`config.mk`:
```
export PLATFORM = sky130hd
export DESIGN_NAME = snake_head_stepper
export DESIGN_NICKNAME = d
export VERILOG_FILES = /design/src/rtl/snake_head_stepper.sv
export SDC_FILE = /design/constraint.sdc
export NUM_CORES = 1
export LEC_CHECK = 0
export CAP_MARGIN = 5
export CORE_MARGIN = 1
export CORE_UTILIZATION = 40
export DETAILED_ROUTE_END_ITERATION = 10
export GPL_TIMING_DRIVEN = 0
export PLACE_DENSITY = 0.64
export SYNTH_ARGS = -nofsm -noshare
export SYNTH_HDL_FRONTEND = slang
export SYNTH_SLANG_ARGS = --single-unit
```
`constraint.sdc`:
```
create_clock -name clk -period 1.8 [get_ports clk]
set_clock_uncertainty 0.2 [all_clocks]
set_input_delay 0.45 -clock clk [delete_from_list [all_inputs] [get_ports clk]]
set_output_delay 0.45 -clock clk [all_outputs]
set_load 0.02 [all_outputs]
```
`src/rtl/snake_head_stepper.sv`:
```
// rtl/snake_head_stepper.sv - snake head position stepper with toroidal wrap
//
// Purpose: advances the snake head by one grid cell on each rising edge of
// the movement tick while enabled. Applies the latched direction request and
// wraps around the grid edges.
//
// Ports:
//   clk        system clock, all logic on posedge
//   rst_n      synchronous active-low reset
//   tick       movement tick level from the speed divider
//   enable     1 = running, 0 = paused
//   btn_up/btn_down/btn_left/btn_right  debounced button levels
//   head_x     current head column (0..GRID_W-1)
//   head_y     current head row    (0..GRID_H-1)
//   dir        committed heading: 0 right, 1 down, 2 left, 3 up
//   step       one-cycle pulse when a new head position becomes visible
//   wrapped    one-cycle pulse with step when that move crossed an edge
//   step_cnt   moves since reset, free-running 16-bit count
module snake_head_stepper #(
  parameter int             GRID_W    = 32,
  parameter int             GRID_H    = 24,
  parameter int             X_W       = 6,
  parameter int             Y_W       = 5,
  parameter int             START_X   = 16,
  parameter int             START_Y   = 12,
  parameter logic [1:0]     START_DIR = 2'd0
) (
  input  logic           clk,
  input  logic           rst_n,
  input  logic           tick,
  input  logic           enable,
  input  logic           btn_up,
  input  logic           btn_down,
  input  logic           btn_left,
  input  logic           btn_right,
  output logic [X_W-1:0] head_x,
  output logic [Y_W-1:0] head_y,
  output logic [1:0]     dir,
  output logic           step,
  output logic           wrapped,
  output logic [15:0]    step_cnt
);

  localparam logic [X_W-1:0] X_MAX   = X_W'(GRID_W - 1);
  localparam logic [Y_W-1:0] Y_MAX   = Y_W'(GRID_H - 1);
  localparam logic [X_W-1:0] X_START = X_W'(START_X);
  localparam logic [Y_W-1:0] Y_START = Y_W'(START_Y);

  localparam logic [1:0] DIR_RIGHT = 2'd0;
  localparam logic [1:0] DIR_DOWN  = 2'd1;
  localparam logic [1:0] DIR_LEFT  = 2'd2;
  localparam logic [1:0] DIR_UP    = 2'd3;

  logic           tick_q;
  logic [1:0]     pend_dir;
  logic           move;
  logic           req_valid;
  logic [1:0]     req_dir;
  logic           req_ok;
  logic [X_W-1:0] next_x;
  logic [Y_W-1:0] next_y;
  logic           next_wrap;

  // Rising edge of tick only; a held tick produces a single move.
  assign move = tick & ~tick_q & enable;

  // Button request with priority up > down > left > right.
  always_comb begin
    req_valid = btn_up | btn_down | btn_left | btn_right;
    if (btn_up)
      req_dir = DIR_UP;
    else if (btn_down)
      req_dir = DIR_DOWN;
    else if (btn_left)
      req_dir = DIR_LEFT;
    else
      req_dir = DIR_RIGHT;
  end

  // Opposite headings differ only in bit 1. The check is against the
  // committed heading so two quick presses can never reverse the snake.
  assign req_ok = req_valid & (req_dir != (dir ^ 2'd2));

  // Candidate next position for a move in pend_dir, wrapping on the
  // parameterised grid bounds rather than the register width.
  always_comb begin
    next_x    = head_x;
    next_y    = head_y;
    next_wrap = 1'b0;
    case (pend_dir)
      DIR_RIGHT: begin
        if (head_x == X_MAX) begin
          next_x    = '0;
          next_wrap = 1'b1;
        end else begin
          next_x = head_x + X_W'(1);
        end
      end
      DIR_DOWN: begin
        if (head_y == Y_MAX) begin
          next_y    = '0;
          next_wrap = 1'b1;
        end else begin
          next_y = head_y + Y_W'(1);
        end
      end
      DIR_LEFT: begin
        if (head_x == '0) begin
          next_x    = X_MAX;
          next_wrap = 1'b1;
        end else begin
          next_x = head_x - X_W'(1);
        end
      end
      default: begin
        if (head_y == '0) begin
          next_y    = Y_MAX;
          next_wrap = 1'b1;
        end else begin
          next_y = head_y - Y_W'(1);
        end
      end
    endcase
  end

  always_ff @(posedge clk) begin
    if (!rst_n) begin
      head_x   <= X_START;
      head_y   <= Y_START;
      dir      <= START_DIR;
      pend_dir <= START_DIR;
      tick_q   <= 1'b0;
      step     <= 1'b0;
      wrapped  <= 1'b0;
      step_cnt <= 16'd0;
    end else begin
      // tick_q tracks tick even while paused so resuming mid-tick is inert.
      tick_q  <= tick;
      step    <= move;
      wrapped <= move & next_wrap;
      if (req_ok)
        pend_dir <= req_dir;
      if (move) begin
        head_x   <= next_x;
        head_y   <= next_y;
        dir      <= pend_dir;
        step_cnt <= step_cnt + 16'd1;
      end
    end
  end

endmodule

```
==> reports/metrics.cfg <==
[status]
status=complete, no violations

[timing]
tightest_slew_ps=493
holdWs_ps=279
post-route-period-util_pct=97.3
finalHoldViolCount=0
drv_slew=0
finalCriticalPeriod_ps=1750
grt_setup_unrepaired=no
setup_violations=0
slew-limit-headroom_pct=67.1
max_freq_ghz=0.571

[die]
fp.dieW_um=72.3
core_mm2=0.00475
ios=39
die-area_mm2=0.00523
die_y_um=72.3
start_util_pct=41.6
row_count=25

[setup_path]
critPathLaunchType=input pin
reg2reg_depth=6
max_stage_delay_ps=500
critical_path_class=in -> reg
rr_startpoint=head_x[0]$_SDFFE_PN0P_
r2r_slack_ps=80
cp_slowest_cell=or4_1
critical_path_buf_inv_count=2
arrival_ps=1770
setup.worst_path.end_class=flip-flop
worstPathCellList=clkdlybuf4s15_1, and3b_2, buf_4, nand2b_4, or4_1, nand4_1
critPathMaxFanout=9
critPathTopFamily=simple AND/OR/NAND/NOR gates
timing.rr.end=wrapped$_SDFF_PN0_
required_ps=1820

[power]
p_sw_mw=0.464
p_comb_share_pct=16.8
leakage_nw=1.19
p_per_area_mw_per_mm2=621
pwr-share-seq_pct=47.6
pwr-share-clk_pct=35.5
report.power.total_mw=1.67
ir_worst_vdd_mv=0.339
p_int_mw=1.21
swShare_pct=27.7

[yosys]
netlist_area_mm2=0.00198
synth_edf_count=0
syn_nets=251
avgSynthCellArea_um2=8.35
synth_top_cell_by_area=dfxtp_1
netlist_instances=237
synthFlopType=dfxtp_1
ys_types=55
synth_seq_area_share_pct=34.4
yosysWarnings=0
ys_async_sr_fraction_pct=0
synth_area_leaders=dfxtp_1 34%, nor2_1 4.6%, ha_1 3.8%
ys_seq_elements=34
yosysTopAreaCellShare_pct=34.4

[worst_hold_path]
min_to=step_cnt[15]$_SDFFE_PN0P_
hp-class=reg -> reg
hold_start=step_cnt[15]$_SDFFE_PN0P_
hold_depth=2

[finish]
antenna_cells=0
area_delta_synth_final_pct=36.2
final_common_cell=dlygate4sd2_1
drive_gt1_share_pct=22.6
nNetsFinal=309
final_cell_mix=31 x dlygate4sd2_1, 24 x nor2_1, 19 x dfxtp_1

[clock_network]
cts_tree=done
cts-htree-levels=2
clkSinkCount=34
cts_buffers=5
cts.clk_slew.worst_paths_ps=70
cts.path.max_buffers=2
clk_latency_ps=280
clockRootBuffer=clkbuf_8

[placed_design]
gp_congestion=0.829
hpwl_mm=3.30
portBuffers=38

[routing]
ant_nets=0
via_count=2014
remaining_drc_errors=0
vias_per_cell=5.55
wl_per_cell_um=13.6
drt_first_pass_iters=6
drt_iter0_drc=120
routed_wirelength_mm=4.92

[global_routing]
grt_max_degree=11
grt.overflow.total=0
antenna_found_initial=0
grt_pass1_wl_mm=8.00
grt.total_usage_pct=19.3
grt_pass1_vias=1727

[run]
max-cap-violations=0

==> worst min-delay path: stages (launching register included) <==
cell and delay (ps):
dfxtp_1 320, o31ai_1 70, a21oi_1 60
==> per-stage QoR <==
stage / cell area (um2) / std cells / worst slack [ps] / TNS [ps] / utilization, %
4_1_cts: 2590 / 356 / 0.201 / 0 / 54.4
2_1_floorplan: 1980 / 237 / 1.60 / 0 / -
5_1_grt: 2690 / 363 / 1.43 / 0 / 56.7
3_3_place_gp: 2440 / 342 / -647 / -15010 / 51.4
6_report: 2690 / 363 / 49.1 / 0 / 56.7
3_5_place_dp: 2440 / 342 / -596 / -14520 / 51.4
==> layer usage <==
layer	global-route usage, %	wire length (um)	vias up
met5	0	0	-
met4	7.19	61	0
met3	2.92	242	7
met2	31.4	2270	68
met1	25.7	2350	952
li1	-	-	987
==> Yosys cell counts, types with 3 or more instances <==
cell type and number:
dfxtp_1 34, nor2_1 24, nand2_1 19, a21oi_1 11, nand3_1 10, o21ai_0 10
inv_1 8, nand2b_1 8, clkbuf_1 7, ha_1 6, nor2b_1 6, nor3_1 6
xor2_1 6, nand4_1 5, xnor2_1 5, mux2i_1 4, nor3b_1 4, a211oi_1 3
and2_1 3, buf_2 3, o211a_1 3, o311a_1 3, o31ai_1 3, or4_1 3
==> how the worst max path moves through the flow <==
stage                                  start                         to  depth (start not counted)
finish                                  tick     head_x[4]$_SDFFE_PN1P_                          6
detailed placement                     rst_n     head_y[3]$_SDFFE_PN1P_                          4
global route        pend_dir[1]$_SDFFE_PN0P_     head_y[3]$_SDFFE_PN1P_                          5
CTS                   head_x[0]$_SDFFE_PN0P_         wrapped$_SDFF_PN0_                          6
global placement                       rst_n     head_y[3]$_SDFFE_PN1P_                          4
floorplan           step_cnt[0]$_SDFFE_PN0P_  step_cnt[14]$_SDFFE_PN0P_                          5
==> power groups by stage <==
stage | registers [mW] | clock network, mW | logic [mW]
floorplan | 0.827 | 0 | 0.149
global placement | 0.816 | 0 | 0.251
detailed placement | 0.816 | 0 | 0.251
CTS | 0.796 | 0.609 | 0.257
global route | 0.800 | 0.643 | 0.305
finish | 0.796 | 0.594 | 0.282
==> flip-flops by register name, indices dropped and copies added (netlist names) <==
register,flops
head_y,5
step_cnt,16
tick_q,1
step,1
wrapped,1
head_x,6
dir,2
pend_dir,2
==> logic make-up (layout without fill, tap and decap cells) <==
| group | Yosys count | after routing | share of synthesized area (%) |
|---|---|---|---|
| AND/OR/NAND/NOR | 106 | 106 | 30.3 |
| AO/OA/AOI/OAI | 56 | 56 | 20.2 |
| multiplexers | 5 | 5 | 2.59 |
| XOR/XNOR | 11 | 11 | 4.87 |
| flip-flops | 34 | 34 | 34.4 |
| buffers and inverters | 19 | 78 | 3.79 |
| adder cells (fa/ha/maj) | 6 | 6 | 3.79 |
==> final cells by class <==
type,count,area (um2)
tap,67,83.8
buffer,9,53.8
inverter,9,37.5
multi-input combinational,184,1270
fill,455,2060
sequential,34,704
timing repair buffer,52,449
clock buffer,7,86.3
clock inverter,1,5.00
==> what timing repair did <==
action	4_1_cts	5_1_grt
gates resized for setup	45	29
buffers inserted	7	7
pin swaps	4	2
endpoints found under the setup margin	60	23
hold buffers	0	0
Power figures use the tool's default switching activity.
